<file path="src/rtl/ram_port_arbiter.sv">
// ram_port_arbiter: round-robin owner of the single RAM port.
// One requester is granted at a time. The grant is held until RAM answers
// ACCESS or ERROR, or until the owner drops its request. A locked owner may
// keep the port for up to MAXBURST back-to-back accesses. Every grant ends
// with a one-cycle RELEASE bubble.

// Per-requester response slice: forwards RAM status to the owner only.
module ram_port_arbiter_lane (
  input  logic        sel,
  input  logic [1:0]  ramstate,
  input  logic [31:0] ramload,
  output logic        rwait,
  output logic [31:0] rload,
  output logic        rerr
);
  // Only the selected lane sees completion, data and error; others idle.
  always_comb begin
    rwait = 1'b1;
    rload = '0;
    rerr  = 1'b0;
    if (sel) begin
      rwait = (ramstate != 2'd2);
      rload = ramload;
      rerr  = (ramstate == 2'd3);
    end
  end
endmodule

module ram_port_arbiter #(
  parameter int NREQ     = 4,
  parameter int MAXBURST = 4
) (
  input  logic                  CLK,
  input  logic                  RST,
  input  logic [NREQ-1:0]       REN,
  input  logic [NREQ-1:0]       WEN,
  input  logic [NREQ-1:0][31:0] addr,
  input  logic [NREQ-1:0][31:0] store,
  input  logic [NREQ-1:0]       lock,
  output logic [NREQ-1:0]       rwait,
  output logic [NREQ-1:0][31:0] rload,
  output logic [NREQ-1:0]       rerr,
  output logic                  ramREN,
  output logic                  ramWEN,
  output logic [31:0]           ramaddr,
  output logic [31:0]           ramstore,
  input  logic [31:0]           ramload,
  input  logic [1:0]            ramstate,
  output logic [2:0]            owner
);
  localparam int IW = (NREQ > 1) ? $clog2(NREQ) : 1;
  localparam logic [1:0] RS_ACCESS = 2'd2;
  localparam logic [1:0] RS_ERROR  = 2'd3;

  typedef enum logic [1:0] {IDLE, GRANT, RELEASE} state_t;

  state_t          state;
  logic [2:0]      rr_ptr;
  logic [3:0]      burst_cnt;

  logic [NREQ-1:0] act;
  logic [IW-1:0]   oidx;
  logic            granted;
  logic            own_act;
  logic            is_access;
  logic            is_error;
  logic [2:0]      next_ptr;
  logic            pick_found;
  logic [2:0]      pick_idx;
  logic [3:0]      sum;
  logic [NREQ-1:0] sel;

  assign act       = REN | WEN;
  assign oidx      = owner[IW-1:0];
  assign granted   = (state == GRANT);
  assign own_act   = act[oidx];
  assign is_access = (ramstate == RS_ACCESS);
  assign is_error  = (ramstate == RS_ERROR);
  assign next_ptr  = (owner == 3'(NREQ-1)) ? 3'd0 : owner + 3'd1;

  // First active requester at or after rr_ptr; scanning downward lets the
  // nearest candidate overwrite farther ones.
  always_comb begin
    pick_found = 1'b0;
    pick_idx   = '0;
    sum        = '0;
    for (int k = NREQ-1; k >= 0; k--) begin
      sum = {1'b0, rr_ptr} + 4'(k);
      if (sum >= 4'(NREQ)) sum = sum - 4'(NREQ);
      if (act[sum[IW-1:0]]) begin
        pick_found = 1'b1;
        pick_idx   = sum[2:0];
      end
    end
  end

  // RAM side follows the owner combinationally; ERROR drops the enables.
  always_comb begin
    ramREN   = 1'b0;
    ramWEN   = 1'b0;
    ramaddr  = '0;
    ramstore = '0;
    if (granted) begin
      ramaddr  = addr[oidx];
      ramstore = store[oidx];
      ramWEN   = WEN[oidx] & ~is_error;
      ramREN   = REN[oidx] & ~WEN[oidx] & ~is_error;
    end
  end

  genvar gi;
  generate
    for (gi = 0; gi < NREQ; gi++) begin : g_lane
      assign sel[gi] = granted && (oidx == IW'(gi));
      ram_port_arbiter_lane u_lane (
        .sel      (sel[gi]),
        .ramstate (ramstate),
        .ramload  (ramload),
        .rwait    (rwait[gi]),
        .rload    (rload[gi]),
        .rerr     (rerr[gi])
      );
    end
  endgenerate

  // Grant FSM: pick in IDLE, hold/burst in GRANT, one bubble in RELEASE.
  always_ff @(posedge CLK) begin
    if (RST) begin
      state     <= IDLE;
      owner     <= '0;
      rr_ptr    <= '0;
      burst_cnt <= '0;
    end else begin
      case (state)
        IDLE: begin
          if (pick_found) begin
            owner     <= pick_idx;
            burst_cnt <= 4'd1;
            state     <= GRANT;
          end
        end
        GRANT: begin
          if (!own_act) begin
            // withdrawn request: no completion, fairness pointer untouched
            state <= RELEASE;
          end else if (is_access) begin
            if (lock[oidx] && (burst_cnt < 4'(MAXBURST))) begin
              burst_cnt <= burst_cnt + 4'd1;
            end else begin
              state  <= RELEASE;
              rr_ptr <= next_ptr;
            end
          end else if (is_error) begin
            state  <= RELEASE;
            rr_ptr <= next_ptr;
          end
        end
        RELEASE: state <= IDLE;
        default: state <= IDLE;
      endcase
    end
  end
endmodule
</file>
<file path="config.mk">
export PLATFORM = sky130hd
export DESIGN_NAME = ram_port_arbiter
export DESIGN_NICKNAME = d
export VERILOG_FILES = /design/src/rtl/ram_port_arbiter.sv
export SDC_FILE = /design/constraint.sdc
export NUM_CORES = 1
export LEC_CHECK = 0
export CAP_MARGIN = 10
export CORE_AREA = 5 5 192 194
export CTS_CLUSTER_SIZE = 8
export DETAILED_ROUTE_END_ITERATION = 12
export DIE_AREA = 0 0 197 199
export PLACE_DENSITY = 0.43
export SETUP_SLACK_MARGIN = 0.02
export SLEW_MARGIN = 20
export SYNTH_ARGS = -nofsm -noshare
export SYNTH_HDL_FRONTEND = slang
export SYNTH_SLANG_ARGS = --single-unit
</file>
<file path="constraint.sdc">
create_clock -name CLK -period 3.2 [get_ports CLK]
set_clock_uncertainty 0.15 [all_clocks]
set_input_delay 0.64 -clock CLK [delete_from_list [all_inputs] [get_ports CLK]]
set_output_delay 0.64 -clock CLK [all_outputs]
set_load 0.02 [all_outputs]
</file>
==> results of run 1 <==
worst max-delay path by stage:
| stage | start | endpoint | cells after the start |
|---|---|---|---|
| global placement | addr[30] | ramaddr[30] | 4 |
| detailed placement | addr[30] | ramaddr[30] | 4 |
| global route | store[9] | ramstore[9] | 4 |
| CTS | store[9] | ramstore[9] | 4 |
| finish | store[92] | ramstore[28] | 4 |
| floorplan | owner[0]$_SDFFE_PP0P_ | ramaddr[16] | 5 |
where the power goes:
part           switching [W]  internal [W]
clock network      0.0000625      0.000164
logic               0.000883       0.00112
registers          0.0000288      0.000162
per-layer routing:
layer,share of wire (%),GRT usage (%),routed length [um],up-vias
met3,7.7,4.23,2370,22
li1,-,-,-,2683
met5,0.20,0,61,-
met1,40,17.7,12300,2709
met4,1.1,1.62,339,8
met2,51,24.5,15700,237
state kept, by name, summed over array words and instances, names as in the netlist:
| register | cells |
|---|---|
| owner | 3 |
| rr_ptr | 3 |
| state | 2 |
| burst_cnt | 4 |
timing repair:
item                                    4_1_cts  5_1_grt
resized for setup                             1        0
buffers inserted                              3        0
endpoints found under the setup margin        2        0
per-stage QoR:
stage	hold slack (ns)	cell area (um^2)	instances
after floorplan	0.281	3930	448
after global placement	0.303	9650	1379
after detailed placement	0.308	9650	1379
after CTS	0.319	9760	1386
after global routing	0.347	9770	1388
final	0.315	9780	1395
layout make-up:
cell class	instances	area [um^2]	share of cell area (%)
Timing Repair Buffer	537	5460	55.8
Multi-Input combinational cell	365	3370	34.5
Tap cell	461	577	5.90
Sequential cell	12	248	2.53
Clock buffer	3	75.1	0.767
Inverter	7	26.3	0.269
Antenna cell	9	22.5	0.230
Clock inverter	1	3.75	0.0384
kinds of logic after synthesis:
group	count (synthesis)	synth area share, %
simple gates	257	38.6
buf+inv	71	8.16
mux	70	39.3
compound gates	31	5.58
flops	12	6.12
fa+ha+maj	7	2.23
synthesized netlist by cell type, drive strengths merged (6+ instances only):
| cell type | instances |
|---|---|
| nor3 | 9 |
| o21ai | 6 |
| mux4 | 67 |
| nand2 | 12 |
| clkbuf | 40 |
| inv | 7 |
| buf | 24 |
| ha | 7 |
| and3 | 130 |
| nand3 | 12 |
| a21oi | 9 |
| and2 | 65 |
| nor2 | 19 |
| dfxtp | 12 |
==> impl_metrics.tcl, run 1 <==
set metrics [dict create \
    r2r_slack_ns 0.78 \
    drv_cap 0 \
    drv_slew 0 \
    p_leak_nw 3.77 \
    grt_pass1_vias 5655 \
    antenna_found_initial 12 \
    async_flop_share_pct 0 \
    hold_viol 0 \
    numPortBuffers 508 \
    relSlewSlack_pct 61.9 \
    r2r_cells 7 \
    start_util_pct 11.2 \
    pre_cts_ws_ns 0.00482 \
    power_density_mw_per_mm2 247 \
    r2r_end "owner[0]$_SDFFE_PP0P_" \
    post_drt_wl_per_cell_um 22.0 \
    grt_max_degree 139 \
    cp_common_cell "clkdlybuf4s50_1" \
    wl_um 30700 \
    critPathKind "input port to primary output" \
    netlist_top_cells_area "mux4_2 38%, and3_1 21%, and2_1 10%" \
    p_total_w 0.00242 \
    io_pins 509 \
    via_per_inst 4.06 \
    netlist.area_leader.share_pct 37.9 \
    synth-main-ff-cell "dfxtp_1" \
    clk_pin_slew_ns 0.04 \
    holdPathEnd "burst_cnt[3]$_SDFFE_PP0P_" \
    timing.critical_path.buf_inv 2 \
    drc_errors 0 \
    ys_seq_area_share_pct 6.12 \
    cts_sinks 12 \
    area_delta_synth_final_pct 149 \
    grt_pass1_wl_um 41600 \
    syn_nets 759 \
    insertion_delay_ns 0.24 \
    critPathMaxStageDelay_ns 0.53 \
    mostFrequentLayoutCell "clkdlybuf4s50_1" \
    hp-start "burst_cnt[3]$_SDFFE_PP0P_" \
    rows 69 \
    cts_buffers 3 \
    ys_types 41 \
    critical-path-top-delay-family "buffers and inverters" \
    die_h_um 199 \
    synthesis.area_mm2 0.00393 \
    syn_inst 448 \
    cts_root_buffer "clkbuf_16" \
    hold_path_depth 1 \
    drive_gt1_share_pct 11.7 \
    crit_chain "clkdlybuf4s50_1 > mux4_2 > and2_1 > clkdlybuf4s50_1" \
    synth_edf_count 0 \
    dieArea_mm2 0.0392 \
    cts_tree "done" \
    arrival_ns 2.33 \
    setup_violations 0 \
    die_w_um 197 \
    route.vias.total 5659 \
    period_share_pct 97.5 \
    cts_htree_levels 1 \
    worstPathRequired_ns 2.41 \
    min_path_type "register to register" \
    r2r_start "rr_ptr[0]$_SDFFE_PP0P_" \
    yosys.area.top_type "mux4_2" \
    syn_avg_cell_area_um2 8.76 \
    fin_ws_ns 0.0808 \
    post-route-min-period_ns 3.12 \
    critPathMaxFanout 1 \
    yosysWarnings 0 \
    synth.ff_latch_count 12 \
    fin_nets 1237 \
    cts_max_path_buffers 2 \
    cts_hold_buf 0 \
    startpoint_type "input port" \
    setup_tns_ns 0 \
    max_freq_mhz 321 \
    final_cell_mix "505 x clkdlybuf4s50_1, 130 x and3_1, 66 x mux4_2" \
    status "completed" \
    endpoint_kind "primary output" \
    rsz0062_at_grt "no" \
    grt_overflow 0 \
    finalCoreUtilization_pct 27.9 \
    drtIter0Drc 220 \
    drt-pass1-iter-count 4 \
    tightest_slew_ns 0.566 \
    fillers 3767 \
    final_antenna_net_count 0 \
    dp_hpwl_um 26100 \
    grt.total_usage_pct 14.0 \
    coreArea_mm2 0.0351 \
    gp_congestion 0.817 \
    slowest_stage "clkdlybuf4s50_1" \
    peakVddDrop_uv 173 \
]
No activity file was read; power rests on OpenSTA's default activity.
==> run 2, diff against run 1 <==
Clock period 3.2 ns to 2.9 ns, I/O delays scaled along.
==> run 2 against run 1 <==
Effect of this change:
- final cell count is 0.22% higher
- non-clock buffer count is 3 higher
- setup slack hardly changed
- hold slack worse by 0.0024 ns
- sequential share of layout area hardly changed
==> impl_metrics.tcl, run 2 (same netlist as run 1, synthesis figures left out) <==
set metrics [dict create \
    status "completed" \
    fin_nets 1240 \
    fin_ws_ns 0.0808 \
    cts_root_buffer "clkbuf_16" \
    setup_violations 0 \
    insertion_delay_ns 0.24 \
    power_density_mw_per_mm2 264 \
    max_freq_mhz 355 \
    cts_htree_levels 1 \
    whs_ns 0.312 \
    via_per_inst 4.08 \
    cts_buffers 3 \
    fillers 3793 \
    grt_pass1_vias 5702 \
    reg_top3 "burst_cnt (4), owner (3), rr_ptr (3)" \
    largest_register_ffs 4 \
    critPathMaxFanout 1 \
    grt_pass1_wl_um 42100 \
    die_h_um 199 \
    route.vias.total 5703 \
    crit_chain "clkdlybuf4s50_1 > mux4_2 > and2_1 > dlygate4sd2_1" \
    dp_hpwl_um 25900 \
    gp_congestion 0.815 \
    clk_pin_slew_ns 0.04 \
    critPathMaxStageDelay_ns 0.51 \
    startpoint_type "input port" \
    final_cell_mix "351 x clkdlybuf4s50_1, 130 x and3_1, 77 x dlygate4sd2_1" \
    critPathKind "input port to primary output" \
    top_register "burst_cnt" \
    hold_viol 0 \
    cts_sinks 12 \
    mostFrequentLayoutCell "clkdlybuf4s50_1" \
    post-route-min-period_ns 2.82 \
    antenna_found_initial 10 \
    arrival_ns 2.09 \
    period_share_pct 97.2 \
    drv_cap 0 \
    cts_tree "done" \
    wl_um 31000 \
    slowest_stage "clkdlybuf4s50_1" \
    area_delta_synth_final_pct 153 \
    grt.total_usage_pct 14.2 \
    die_w_um 197 \
    drv_slew 0 \
    final_cells 1398 \
    worstPathRequired_ns 2.17 \
    rows 69 \
    drt-pass1-iter-count 6 \
    timing.critical_path.buf_inv 2 \
    critical-path-top-delay-family "buffers and inverters" \
    io_pins 509 \
    setup_tns_ns 0 \
    numPortBuffers 508 \
    relSlewSlack_pct 63.6 \
    tightest_slew_ns 0.541 \
    min_path_type "register to register" \
    dieArea_mm2 0.0392 \
    rsz0062_at_grt "no" \
    coreArea_mm2 0.0351 \
    drive_gt1_share_pct 12.3 \
    pre_cts_ws_ns -0.154 \
    cts_max_path_buffers 2 \
    final_antenna_net_count 0 \
    grt_overflow 0 \
    post_drt_wl_per_cell_um 22.2 \
    grt_max_degree 70 \
    start_util_pct 11.2 \
    drc_errors 0 \
    endpoint_kind "primary output" \
    peakVddDrop_uv 140 \
    place_inst 1380 \
    p_leak_nw 5.43 \
    drtIter0Drc 250 \
]
-- run 2: changes by cell type in the layout (fill, tap and decap cells not counted) --
cell / change
buf_16: +2
dlymetal6s2s_1: +76
ha_2: +1
ha_1: -1
clkdlybuf4s50_1: -154
buf_4: +2
buf_6: +1
dlygate4sd2_1: +76
-- run 2: final timing paths --
check,start,to,slack (ns),cells after the start
hold / removal,burst_cnt[3]$_SDFFE_PP0P_,burst_cnt[3]$_SDFFE_PP0P_,0.31,1
setup reg to reg,rr_ptr[0]$_SDFFE_PP0P_,owner[0]$_SDFFE_PP0P_,0.60,8
hold reg to reg,burst_cnt[3]$_SDFFE_PP0P_,burst_cnt[3]$_SDFFE_PP0P_,0.31,1
setup / recovery,store[96],ramstore[0],0.08,4
-- run 2: cell type report --
cell class / instances / area [um^2] / area share, %
Antenna cell: 9 / 22.5 / 0.227
Inverter: 7 / 26.3 / 0.264
Sequential cell: 12 / 248 / 2.49
Clock buffer: 3 / 75.1 / 0.755
Tap cell: 461 / 577 / 5.80
Timing Repair Buffer: 540 / 5620 / 56.5
Clock inverter: 1 / 3.75 / 0.0378
Multi-Input combinational cell: 365 / 3370 / 33.9
-- run 2: stage by stage --
step / instance area (um^2) / total power (W) / util [%]
final: 9940 / 0.00262 / 28.4
after global routing: 9920 / 0.00279 / 28.3
after CTS: 9700 / 0.00266 / 27.7
after detailed placement: 9660 / 0.00244 / 27.6
after global placement: 9660 / 0.00245 / 27.6
after floorplan: 3930 / 0.00126 / -
-- run 2: metal layers --
| metal | up-vias | track usage (%) | part of all wire, % |
|---|---|---|---|
| li1 | 2689 | - | - |
| met1 | 2733 | 17.7 | 39 |
| met2 | 256 | 25.1 | 51 |
| met3 | 21 | 4.39 | 8.6 |
| met4 | 4 | 1.39 | 0.94 |
| met5 | - | 0 | 0.068 |
-- run 2: where the power goes --
group	total [W]	switching (W)	internal (W)
sequential	0.000201	0.0000221	0.000179
combinational	0.00217	0.000992	0.00117
clock	0.000256	0.0000745	0.000182
total	0.00262	0.00109	0.00153
-- run 2: worst reg2reg max path, stage by stage, from the launching register on --
cell and delay [ns]:
dfxtp_1 0.32, inv_1 0.09, ha_1 0.35, buf_4 0.18, nand3_1 0.08, o311ai_1 0.08
or4_1 0.44, a211o_1 0.33, a41oi_2 0.20
-- run 2: what timing repair did --
action,in CTS,in global routing
setup endpoints to repair,102,113
resized for setup,79,78
pin swaps,1,1
gates cloned,1,0
setup buffers,1,3
hold buffers,0,0
